**config.mk**
```make
export PLATFORM = sky130hd
export DESIGN_NAME = rom_load_sched
export DESIGN_NICKNAME = d
export VERILOG_FILES = /design/src/rtl/rom_load_sched.sv
export SDC_FILE = /design/constraint.sdc
export NUM_CORES = 1
export LEC_CHECK = 0
export CAP_MARGIN = 20
export CORE_ASPECT_RATIO = 0.5
export CORE_MARGIN = 2
export CORE_UTILIZATION = 50
export CTS_CLUSTER_DIAMETER = 80
export CTS_CLUSTER_SIZE = 40
export DETAILED_ROUTE_END_ITERATION = 10
export PLACE_DENSITY_LB_ADDON = 0.15
export SLEW_MARGIN = 10
export SYNTH_ARGS = -nofsm -noshare
export SYNTH_HDL_FRONTEND = slang
export SYNTH_SLANG_ARGS = --single-unit
```
**constraint.sdc**
```tcl
create_clock -name clk_sys -period 4.7 [get_ports clk_sys]
set_clock_uncertainty 0.05 [all_clocks]
set_input_delay 0.705 -clock clk_sys [delete_from_list [all_inputs] [get_ports clk_sys]]
set_output_delay 0.705 -clock clk_sys [all_outputs]
set_load 0.01 [all_outputs]
```
**src/rtl/rom_load_sched.sv**
```systemverilog
// rtl/rom_load_sched.sv - ROM download sequencer and shared memory-port scheduler
//
// Purpose: buffers index-0 ioctl download bytes in a small write FIFO. It shares one
// request/acknowledge memory port between buffered writes and CPU program-ROM reads.
// It latches the index-1 machine-select byte. It holds the game core in reset until
// the image is fully committed and a settle delay has elapsed.
//
// Optional feature macro: ROM_LOAD_CHECKSUM_EN (8-bit wrapping sum of accepted
// index-0 bytes on dl_sum; when undefined dl_sum is tied to zero).
//
// Ports:
//   clk_sys, reset_n           clock (rising edge), asynchronous active-low reset
//   ioctl_download/wr/addr/dout/index  loader stream in; ioctl_wait back-pressure out
//   cpu_req/cpu_addr           CPU read request in; cpu_ack/cpu_rdata response out
//   mem_req/we/addr/wdata      memory port request out; mem_ack/mem_rdata in
//   machine_info               last index-1 byte
//   game_reset_n               low holds the game core in reset
//   dl_overflow, dl_oor        sticky download error flags
//   dl_sum                     download checksum
module rom_load_sched #(
  parameter int AW          = 16,
  parameter int FIFO_DEPTH  = 4,
  parameter int ROM_BYTES   = 8192,
  parameter int HOLD_CYCLES = 16
) (
  input  logic          clk_sys,
  input  logic          reset_n,
  input  logic          ioctl_download,
  input  logic          ioctl_wr,
  input  logic [AW-1:0] ioctl_addr,
  input  logic [7:0]    ioctl_dout,
  input  logic [7:0]    ioctl_index,
  output logic          ioctl_wait,
  input  logic          cpu_req,
  input  logic [AW-1:0] cpu_addr,
  output logic          cpu_ack,
  output logic [7:0]    cpu_rdata,
  output logic          mem_req,
  output logic          mem_we,
  output logic [AW-1:0] mem_addr,
  output logic [7:0]    mem_wdata,
  input  logic          mem_ack,
  input  logic [7:0]    mem_rdata,
  output logic [7:0]    machine_info,
  output logic          game_reset_n,
  output logic          dl_overflow,
  output logic          dl_oor,
  output logic [7:0]    dl_sum
);

  localparam int PW = $clog2(FIFO_DEPTH);
  localparam int CW = PW + 1;
  localparam int HW = $clog2(HOLD_CYCLES + 1);
  localparam logic [CW-1:0] WAIT_LVL  = CW'(FIFO_DEPTH - 1);
  localparam logic [CW-1:0] FULL_LVL  = CW'(FIFO_DEPTH);
  localparam logic [AW:0]   ROM_LIM   = (AW + 1)'(ROM_BYTES);
  localparam logic [HW-1:0] HOLD_LOAD = HW'(HOLD_CYCLES);

  typedef enum logic [2:0] {IDLE, LOAD, DRAIN, HOLD, RUN} state_t;

  state_t        state;
  logic          dl_q;
  logic [HW-1:0] hold_cnt;

  logic [AW-1:0] fifo_addr [FIFO_DEPTH];
  logic [7:0]    fifo_data [FIFO_DEPTH];
  logic [PW-1:0] wr_ptr, rd_ptr;
  logic [CW-1:0] count, count_next;

  logic wr_rom, in_range, push, pop, dl_rise, drain_done;
  logic cpu_rd_ok, issue_wr, issue_rd;

  assign wr_rom   = ioctl_wr && (ioctl_index == 8'd0);
  assign in_range = {1'b0, ioctl_addr} < ROM_LIM;
  assign push     = wr_rom && in_range && (count != FULL_LVL);
  assign pop      = mem_req && mem_we && mem_ack;
  assign dl_rise  = ioctl_download && !dl_q;

  assign ioctl_wait = (count >= WAIT_LVL);

  // A read is not started in the cycle cpu_ack is shown, so the CPU gets one
  // cycle to drop cpu_req before it would be taken as a fresh request.
  assign cpu_rd_ok = cpu_req && !cpu_ack;
  assign issue_wr  = !mem_req && (ioctl_wait || (!cpu_rd_ok && (count != '0)));
  assign issue_rd  = !mem_req && !ioctl_wait && cpu_rd_ok;

  always_comb begin
    count_next = count;
    if (push && !pop)
      count_next = count + CW'(1);
    else if (!push && pop)
      count_next = count - CW'(1);
  end

  // Drain finishes on the cycle the last write is acknowledged, not one later.
  assign drain_done = (count_next == '0) && !(mem_req && mem_we && !mem_ack);

  // FIFO storage needs no reset; emptiness is carried by the pointers/count.
  always_ff @(posedge clk_sys) begin
    if (push) begin
      fifo_addr[wr_ptr] <= ioctl_addr;
      fifo_data[wr_ptr] <= ioctl_dout;
    end
  end

  always_ff @(posedge clk_sys or negedge reset_n) begin
    if (!reset_n) begin
      wr_ptr <= '0;
      rd_ptr <= '0;
      count  <= '0;
    end else begin
      if (push) wr_ptr <= wr_ptr + PW'(1);
      if (pop)  rd_ptr <= rd_ptr + PW'(1);
      count <= count_next;
    end
  end

  // Memory port: one transaction at a time, request fields frozen while mem_req.
  always_ff @(posedge clk_sys or negedge reset_n) begin
    if (!reset_n) begin
      mem_req   <= 1'b0;
      mem_we    <= 1'b0;
      mem_addr  <= '0;
      mem_wdata <= '0;
      cpu_ack   <= 1'b0;
      cpu_rdata <= '0;
    end else begin
      cpu_ack <= 1'b0;
      if (mem_req) begin
        if (mem_ack) begin
          mem_req <= 1'b0;
          if (!mem_we) begin
            cpu_ack   <= 1'b1;
            cpu_rdata <= mem_rdata;
          end
        end
      end else if (issue_wr) begin
        mem_req   <= 1'b1;
        mem_we    <= 1'b1;
        mem_addr  <= fifo_addr[rd_ptr];
        mem_wdata <= fifo_data[rd_ptr];
      end else if (issue_rd) begin
        mem_req  <= 1'b1;
        mem_we   <= 1'b0;
        mem_addr <= cpu_addr;
      end
    end
  end

  // Download sequencer, flags and machine-select latch.
  always_ff @(posedge clk_sys or negedge reset_n) begin
    if (!reset_n) begin
      state        <= IDLE;
      dl_q         <= 1'b0;
      hold_cnt     <= '0;
      game_reset_n <= 1'b0;
      machine_info <= '0;
      dl_overflow  <= 1'b0;
      dl_oor       <= 1'b0;
    end else begin
      dl_q <= ioctl_download;

      if (ioctl_wr && (ioctl_index == 8'd1))
        machine_info <= ioctl_dout;

      dl_overflow <= (wr_rom && in_range && (count == FULL_LVL)) || (dl_overflow && !dl_rise);
      dl_oor      <= (wr_rom && !in_range) || (dl_oor && !dl_rise);

      if (dl_rise) begin
        // A new download from any state restarts loading; a pending settle is dropped.
        state        <= LOAD;
        game_reset_n <= 1'b0;
      end else begin
        case (state)
          LOAD: begin
            if (!ioctl_download) state <= DRAIN;
          end
          DRAIN: begin
            if (drain_done) begin
              state    <= HOLD;
              hold_cnt <= HOLD_LOAD;
            end
          end
          HOLD: begin
            if (hold_cnt == '0) begin
              state        <= RUN;
              game_reset_n <= 1'b1;
            end else begin
              hold_cnt <= hold_cnt - HW'(1);
            end
          end
          default: ;
        endcase
      end
    end
  end

`ifdef ROM_LOAD_CHECKSUM_EN
  logic [7:0] sum_q;

  always_ff @(posedge clk_sys or negedge reset_n) begin
    if (!reset_n)
      sum_q <= '0;
    else
      sum_q <= (dl_rise ? 8'h00 : sum_q) + (push ? ioctl_dout : 8'h00);
  end

  assign dl_sum = sum_q;
`else
  assign dl_sum = 8'h00;
`endif

endmodule

```
* Word-level counts from Yosys, hierarchy flattened *
Memories as Yosys holds them, arrays and structs flattened. A register that Yosys moved wholly into a read port is not among the register bits.
Index checks and enable logic that the tools add are counted.

storage, ports and cells
  bits in registers = 54
  RAM bits = 96
  bits of input ports = 62
  output and inout bits = 55
  word-level logic and storage cells = 114
  memories kept = 2

operators by class
  add/subtract/negate cells = 5
  order comparisons = 2
  eq/ne operators = 11
  mux-type cells = 26
  bitwise gates (word level) = 3
  reduce and logical (&&, ||, !) cells = 50

memory list
  name       depth  width  read ports  clocked after Yosys merged registers in  wr ports  RTL line  source
  fifo_addr  4      16     1           0                                        1         65        logic [AW-1:0] fifo_addr [FIFO_DEPTH];
  fifo_data  4      8      1           1                                        1         66        logic [7:0] fifo_data [FIFO_DEPTH];

operator list
  kind                    count
  $mux W16                2
  $logic_and A1 B1 Y1     20
  $mux W3                 6
  $lt A16 B14 Y1 const B  1
  $mux W1                 14
  $logic_not A1 Y1        12
  $ne A3 B3 Y1 const B    4
  $mux W5                 2
  $pmux W5 S2             1
  $pmux W3 S3             1
  $eq A8 B1 Y1 const B    1
  $logic_not A8 Y1        1
  $reduce_and A4 Y1       2
  $reduce_bool A2 Y1      4
  $eq A3 B2 Y1 const B    2
  $reduce_and A2 Y1       3
  $logic_not A5 Y1        1
  $sub A5 B1 Y5 const B   1
  $add A2 B1 Y2 const B   2
  $ne A2 B2 Y1 const B    2
  $reduce_bool A4 Y1      1
  $add A3 B1 Y3 const B   1
  $eq A3 B1 Y1 const B    1
  $eq A3 B3 Y1 const B    1
  other kinds (7)         11

* Logic depth before layout (Yosys ltp) *
Gate-level depths: netlist (run 1).

  depth in word-level cells = 13
  depth in mapped cells = 9
  depth with buffers taken out = 8

* Worst setup path before layout (run 1) *
OpenSTA, ideal clock, no wires.

  path kind = input port to flip-flop
  from = input port ioctl_addr[15]
  to = memory fifo_addr[0][0] (enable)
  setup time = 0.383 ns
  arrival = 2.262 ns
  data required time = 4.267 ns
  setup slack = 2.006 ns
  cell stages on the path = 4
  cells stage by stage = nor3_1 > and4_4 > clkbuf_1 > and2_1

on the way
  word-level cells in the longest chain between the ends = 5

ends and longest elaborated chain
  element                           RTL line  source
  from (decl)                       30        input logic [AW-1:0] ioctl_addr,
  $lt A16 B14 Y1                    74        assign in_range = {1'b0, ioctl_addr} < ROM_LIM;
  $logic_and A1 B1 Y1 (2 in a row)  75        assign push = wr_rom && in_range && (count != FULL_LVL);
  $mux W1                           100       if (push) begin
  $mux W1 (implied by the code)     101       fifo_addr[wr_ptr] <= ioctl_addr;
  to (decl)                         65

Every way passes these cells.

* Worst setup path after layout (run 1) *
  from = register count[0]
  to = output port ioctl_wait

on the way
  word-level cells in the longest chain between the ends = 1

ends and longest elaborated chain
  element                 RTL line  source
  from (decl)             68        logic [CW-1:0] count, count_next;
  from (signal assigned)  114       count <= count_next;
  $ge A3 B2 Y1            79        assign ioctl_wait = (count >= WAIT_LVL);
  to (decl)               33        output logic ioctl_wait,

Every way passes these cells.

==> results of run 1 <==
routing by layer:
layer,vias up,GRT usage,share of wire
li1,1788,-,-
met1,1843,0.284,0.47
met2,93,0.302,0.48
met3,11,0.0489,0.046
met4,0,0.0522,0.0071
met5,-,0,0
sequential cells by signal (all words and copies together), names as in the netlist, 2 cells and up:
name and flops:
cpu_rdata 8, fifo_data 32, mem_addr 16, machine_info 8
rd_ptr 2, mem_wdata 8, state 3, count 3
wr_ptr 2, hold_cnt 5, fifo_addr 64
stage by stage:
step	setup WS, ns	cells	cell area, sq um	total power, W
floorplan	2.01	422	6510	0.00275
global placement	1.47	685	7750	0.00333
detailed placement	1.37	685	7750	0.00336
CTS	1.43	717	8330	0.00471
global route	1.39	717	8330	0.00492
finish	1.47	717	8330	0.00466
final timing paths:
check                                   from            to  slack (ns)  depth (start not counted)
worst max-delay path                count[0]    ioctl_wait        1.47                          5
worst min-delay path                 reset_n  cpu_rdata[4]        0.29                          1
worst max register to register      count[0]   mem_addr[1]        1.79                          8
worst min register to register  cpu_rdata[2]  cpu_rdata[2]        0.42                          2
max in group asynchronous            reset_n     rd_ptr[0]        3.37                          2
min in group clk_sys            cpu_rdata[2]  cpu_rdata[2]        0.42                          2
layout make-up:
cell class / instances / area [sq um] / share of cell area
Timing Repair Buffer: 114 / 1120 / 0.135
Clock inverter: 15 / 154 / 0.0185
Inverter: 17 / 63.8 / 0.00766
Sequential cell: 158 / 4440 / 0.532
Clock buffer: 17 / 425 / 0.0510
Multi-Input combinational cell: 226 / 1920 / 0.231
Tap cell: 170 / 213 / 0.0255
cells in the mapped netlist, types with 6 or more instances:
master / count
sky130_fd_sc_hd__edfxtp_1: 96
sky130_fd_sc_hd__dfrtp_1: 62
sky130_fd_sc_hd__nand2_1: 38
sky130_fd_sc_hd__nor2_1: 25
sky130_fd_sc_hd__a21oi_1: 24
sky130_fd_sc_hd__mux4_2: 24
sky130_fd_sc_hd__mux2i_1: 18
sky130_fd_sc_hd__mux2_2: 17
sky130_fd_sc_hd__inv_1: 16
sky130_fd_sc_hd__ha_1: 10
sky130_fd_sc_hd__buf_4: 8
sky130_fd_sc_hd__clkbuf_1: 7
sky130_fd_sc_hd__buf_2: 6
sky130_fd_sc_hd__nand3_1: 6
worst register-to-register path, delay by kind of cell (launching register included):
| family | cells | cell delay (ns) |
|---|---|---|
| muxes | 1 | 0.26 |
| and+or+nand+nor | 1 | 0.31 |
| buffers and inverters | 1 | 0.16 |
| DFF | 1 | 0.47 |
| AOI/OAI and AO/OA | 3 | 1.09 |
| adders and majority gates | 2 | 0.41 |
power breakdown:
part / switching, W / internal, W / total, W / leakage [nW]
clock network: 0.000591 / 0.000748 / 0.00134 / 0.279
registers: 0.000224 / 0.00168 / 0.00190 / 1.61
logic: 0.000636 / 0.000782 / 0.00142 / 1.23
total: 0.00145 / 0.00321 / 0.00466 / 3.11
placed cells by master, fill, tap and decap left out, types with 3 or more instances in the layout:
master and instances:
sky130_fd_sc_hd__a21oi_1 24, sky130_fd_sc_hd__and2_1 4, sky130_fd_sc_hd__buf_4 6, sky130_fd_sc_hd__clkbuf_16 17
sky130_fd_sc_hd__clkdlybuf4s50_1 107, sky130_fd_sc_hd__clkinv_4 3, sky130_fd_sc_hd__clkinvlp_4 3, sky130_fd_sc_hd__conb_1 8
sky130_fd_sc_hd__dfrtp_1 61, sky130_fd_sc_hd__edfxtp_1 96, sky130_fd_sc_hd__ha_1 10, sky130_fd_sc_hd__inv_1 16
sky130_fd_sc_hd__inv_8 5, sky130_fd_sc_hd__mux2_2 17, sky130_fd_sc_hd__mux2i_1 18, sky130_fd_sc_hd__mux4_2 24
sky130_fd_sc_hd__nand2_1 38, sky130_fd_sc_hd__nand2b_1 5, sky130_fd_sc_hd__nand3_1 6, sky130_fd_sc_hd__nor2_1 24
sky130_fd_sc_hd__nor3_1 3, sky130_fd_sc_hd__o21ai_0 5, sky130_fd_sc_hd__xnor2_1 5
logic make-up (layout without fill, tap and decap cells):
kind of cell | Yosys count | count (layout)
simple gates | 96 | 96
flops | 158 | 158
buf+inv | 38 | 163
xor+xnor | 5 | 5
compound gates | 46 | 46
fa+ha+maj | 12 | 12
mux | 59 | 59
other cells | 1 | 8
==> metrics.md, run 1 <==
| Metric | Value |
|---|---|
| Outcome | `finished clean` |
| Number of antenna violations at the first check in global routing | `0` |
| Slowest stage delay, CP | `a little over 0.5 ns` |
| Xor and xnor area share after synthesis | `0.00675` |
| Fin crit period | `around 3.2 ns` |
| Effective utilization at floorplan | `0.512` |
| Number of DRC violations after detailed-routing iteration 0 | `206` |
| Class of the most critical hold timing path | `in2async` |
| Async set or reset register ratio after synthesis | `0.392` |
| Combined global-route utilization of all metal layers | `0.196` |
| Layout cells sized above 1 | `0.165` |
| Total via count in the routed design | `3735` |
| Final period utilization | `0.686` |
| Fillers | `908` |
| Measured slew at the worst slew-check pin | `between 0.9 and 1 ns` |
| Boundary pin count | `approximately 120` |
| Num Clock Sinks | `between 150 and 200` |
| Maximum number of pins on one net before global-route repair | `34` |
| Post-route setup TNS | `0 ns` |
| Clock Tree Buf Depth | `2` |
| Instance count of the mapped netlist | `around 420` |
| Synth top area share | `0.444` |
| Root Driver | `sky130_fd_sc_hd__clkbuf_16` |
| WP data arrival | `around 2.5 ns` |
| Crit path max-delay cell type | `sky130_fd_sc_hd__clkdlybuf4s50_1` |
| Die X-Extent | `165 um` |
| Layout Area Growth over Synthesis | `28.5%` |
| WL final | `12600 um` |
| Primary flip-flop cell chosen by synthesis mapping | `sky130_fd_sc_hd__edfxtp_1` |
| Main combinational cell family by area after synthesis | `multiplexers` |
| Final core occ | `0.658` |
| Count of instances resized after the clock tree is built | `0` |
| Sum of overflow across all layers after global routing | `0` |
| Yosys synthesis warning count | `0` |
| Layout net count | `about 610` |
| Adder-Cell Fraction of Synth Area | `0.0224` |
| Post-synthesis sequential element count | `158` |
| Ranking of synthesized cells by area | `sky130_fd_sc_hd__edfxtp_1, sky130_fd_sc_hd__dfrtp_1, sky130_fd_sc_hd__mux4_2` |
| Number of synthesized flops with an enable pin | `96` |
| Clock tree from TritonCTS | `yes` |
| Max Clk Rate | `roughly 310 MHz` |
| Distinct cells, synth | `45` |
| Critical path endpoint category | `output pin` |
| Count of endpoints failing hold in the final timing report | `0` |
| Count of nets left with antenna violations after detail routing | `0` |
| Final setup violation count | `0` |
| Die Span Y | `84.5 um` |
| Number of buffer and inverter instances along the worst setup path | `2` |
| DR DRC count | `0` |
| Buffers on Ports | `108` |
| Std-Cell Rows | `29` |
| Number of global-route vias before repair | `around 3.8k` |
| Required time of the critical path | `roughly 3.9 ns` |
| Family of cells with the greatest summed delay on the critical path | `buffers and inverters` |
| Cell type with the highest occurrence count on the critical path | `sky130_fd_sc_hd__ha_1` |
| Setup Crit Path Kind | `reg2out` |
| Worst slew slack as a fraction of its limit | `0.361` |
| Fin Hold WS | `0.290 ns` |
| Simple-gate share of the synthesized area | `0.0739` |
| Max Cap Violations | `0` |
| Antenna cells | `0` |
| CP max FO | `7` |
| Post-CTS Repair Setup Buffers | `0` |
| Area of the core region | `12700 sq um` |
| Clock latency reported for the late side of the worst-skew pair | `approximately 0.42 ns` |
| Synth area leader | `sky130_fd_sc_hd__edfxtp_1` |
| DR vias/cell | `5.21` |
| Detailed-routing iteration count for the pre-antenna-repair pass | `5` |
| Summed instance area of the synthesized netlist | `6490 sq um` |
| Clock slew seen by the registers of the worst setup and hold paths | `~0.07 ns` |
| Proportion of synthesized chip area in sequential cells | `0.684` |
| Setup repair after global routing missed its margin | `no` |
| Post-DR wirelength/cell | `17.6 um` |
| HPWL reported at the end of detailed placement | `around 8400 um` |
| Maximum level of the CTS H-tree | `4` |
| Post-synthesis compound-gate area fraction | `0.0446` |
| Leak Pwr | `3.11 nW` |
| Nature of the critical path startpoint | `flip-flop` |
| Number of max-slew violations in the final report | `0` |
| Full die area | `between 10000 and 15000 sq um` |
| RD Place Congestion | `about 0.79` |
| Series of cell instances along the critical path | `ha_1 > ha_1 > a211oi_1 > inv_1 > clkdlybuf4s50_1` |
| Total power density per cell area | `559 nW/um^2` |
| Mux cell area share after synthesis | `0.141` |
| Hold-fix buffer count after cts | `0` |
| Global-route wire length before repair | `a little over 20000 um` |
| Synthesized area divided by synthesized cell count | `between 15 and 20 sq um` |
| TritonCTS Buffers | `17` |
| Peak supply drop | `about 250 uV` |
Note: power is estimated with default switching activity, not from simulation.
==> run 2, diff against run 1 <==
- CORE_UTILIZATION: 50 -> 47
- clock period: 4.7 -> 2.85 ns (I/O delays scaled with it)
==> metrics.md, run 2 (synthesis gave the netlist of run 1 again) <==
| Metric | Value |
|---|---|
| Outcome | `finished clean` |
| Fillers | `roughly 1.0k` |
| Count of nets left with antenna violations after detail routing | `0` |
| Root Driver | `sky130_fd_sc_hd__clkbuf_16` |
| WL final | `about 13000 um` |
| Antenna cells | `0` |
| Setup repair after global routing missed its margin | `no` |
| Commonest non-fill, non-tap cell in the layout | `sky130_fd_sc_hd__clkdlybuf4s50_1` |
| Total power density per cell area | `slightly above 900 nW/um^2` |
| Full die area | `14800 sq um` |
| Class of the most critical hold timing path | `in2async` |
| Max Cap Violations | `0` |
| Leading registers by flop count | `fifo_addr x64, fifo_data x32, mem_addr x16` |
| Combinational cell fraction of total power | `0.318` |
| Clock Tree Buf Depth | `2` |
| Die X-Extent | `about 170 um` |
| Buffers on Ports | `approximately 110` |
| Post-DR wirelength/cell | `about 17 um` |
| Measured slew at the worst slew-check pin | `approximately 0.85 ns` |
| Number of global-route vias before repair | `~3.9k` |
| DR DRC count | `0` |
| Cell area after placement | `just under 8000 sq um` |
| Hold-fix buffer count after cts | `0` |
| Clock tree from TritonCTS | `yes` |
| Detailed-routing iteration count for the pre-antenna-repair pass | `4` |
| RD Place Congestion | `0.775` |
| Max reg flops | `between 60 and 70` |
| Global-route wire length before repair | `20800 um` |
| Clock latency reported for the late side of the worst-skew pair | `0.43 ns` |
| Layout net count | `622` |
| Internal power of the cells | `about 0.0053 W` |
| Post-CTS Repair Setup Buffers | `0` |
| Most frequent cells in the layout | `sky130_fd_sc_hd__clkdlybuf4s50_1, sky130_fd_sc_hd__edfxtp_1, sky130_fd_sc_hd__dfrtp_1` |
| Total via count in the routed design | `between 3k and 4k` |
| HPWL reported at the end of detailed placement | `roughly 8500 um` |
| Part of the total power dissipated in sequential elements | `0.397` |
| Std-Cell Rows | `30` |
| Clock power frac | `0.285` |
| Boundary pin count | `117` |
| CP max FO | `7` |
| Maximum level of the CTS H-tree | `4` |
| Layout cells sized above 1 | `0.188` |
| Nature of the critical path startpoint | `flip-flop` |
| Post-route cell area | `around 8500 sq um` |
| Worst slew slack as a fraction of its limit | `0.431` |
| Worst-case reg-to-reg path depth | `8` |
| Sum of overflow across all layers after global routing | `0` |
| Num Clock Sinks | `around 160` |
| Number of max-slew violations in the final report | `0` |
| Peak supply drop | `about 470 uV` |
| Clock slew seen by the registers of the worst setup and hold paths | `roughly 0.070 ns` |
| Setup Crit Path Kind | `reg2out` |
| TritonCTS Buffers | `17` |
| Switching share of power | `0.315` |
| Count of endpoints failing hold in the final timing report | `0` |
| Fin crit period | `2.68 ns` |
| Number of antenna violations at the first check in global routing | `0` |
| Effective utilization at floorplan | `0.480` |
| Max Clk Rate | `between 300 and 400 MHz` |
| Count of instances resized after the clock tree is built | `0` |
| Maximum number of pins on one net before global-route repair | `63` |
| Leak Pwr | `3.23 nW` |
| Combined global-route utilization of all metal layers | `0.191` |
| Final period utilization | `0.939` |
| Number of DRC violations after detailed-routing iteration 0 | `172` |
| Switching pwr | `0.00246 W` |
| Final setup violation count | `0` |
| Post-route setup TNS | `0 ns` |
| DR vias/cell | `~5.2` |
| Required time of the critical path | `about 2.4 ns` |
| WP data arrival | `approximately 2.2 ns` |
| Layout Area Growth over Synthesis | `31.7%` |
| Critical path endpoint category | `output pin` |
| Most flop-heavy register | `fifo_addr` |
| Die Span Y | `roughly 87 um` |
| Area of the core region | `13500 sq um` |
[run 2: cell count changes in the layout (fill, tap and decap cells not counted), moves of 3 or more]
cell                         delta
sky130_fd_sc_hd__inv_6          +4
sky130_fd_sc_hd__clkinvlp_4     -3
sky130_fd_sc_hd__buf_4         +11
sky130_fd_sc_hd__buf_12         +5
sky130_fd_sc_hd__clkinv_8       +4
[run 2: layer usage]
layer	part of all wire	vias to the layer above	global-route usage
li1	-	1809	-
met1	0.45	1894	0.260
met2	0.47	108	0.300
met3	0.062	10	0.0504
met4	0.013	0	0.0730
met5	0	-	0
[run 2: final cells by class]
cell class,instances,area [sq um],share of cell area
Tap cell,176,220,0.0258
Sequential cell,158,4440,0.519
Multi-Input combinational cell,226,1920,0.225
Timing Repair Buffer,130,1300,0.153
Inverter,17,63.8,0.00747
Clock inverter,14,160,0.0187
Clock buffer,18,439,0.0514
[run 2: final timing paths]
check	from	end	slack, ns
setup / recovery	count[0]	ioctl_wait	0.17
hold / removal	reset_n	machine_info[4]	0.14
setup reg to reg	count[0]	hold_cnt[4]	0.38
hold reg to reg	cpu_rdata[7]	cpu_rdata[7]	0.43
max in group asynchronous	reset_n	rd_ptr[0]	2.00
min in group clk_sys	cpu_rdata[7]	cpu_rdata[7]	0.43
[run 2: stage by stage]
stage | utilization | worst slack (ns) | total power [W] | hold WS, ns | cells
3_3_place_gp | 0.588 | 0.183 | 0.00561 | 0.411 | 707
6_report | 0.632 | 0.175 | 0.00780 | 0.139 | 739
4_1_cts | 0.632 | 0.160 | 0.00791 | 0.176 | 739
2_1_floorplan | - | 0.292 | 0.00454 | 0.0819 | 422
5_1_grt | 0.632 | 0.0236 | 0.00827 | 0.211 | 739
3_5_place_dp | 0.588 | 0.139 | 0.00566 | 0.416 | 707
[run 2: power by group through the flow]
stage,logic (W),clock network (W),registers [W]
after floorplan,0.00141,0,0.00313
after global placement,0.00248,0,0.00314
after detailed placement,0.00251,0,0.00315
after CTS,0.00252,0.00228,0.00310
after global routing,0.00273,0.00238,0.00316
final,0.00248,0.00222,0.00310
[run 2: worst max-delay path, stage by stage (launching register included)]
cell and delay (ns):
sky130_fd_sc_hd__dfrtp_1 0.46, sky130_fd_sc_hd__ha_1 0.24, sky130_fd_sc_hd__ha_1 0.17, sky130_fd_sc_hd__a211oi_1 0.28, sky130_fd_sc_hd__inv_1 0.10, sky130_fd_sc_hd__clkdlybuf4s50_1 0.52
==> run 3, diff against run 2 <==
- CTS_CLUSTER_SIZE: 40 -> not set
==> results of run 3 <==
No change in the layout: final DEF, timing and power equal those of run 2.
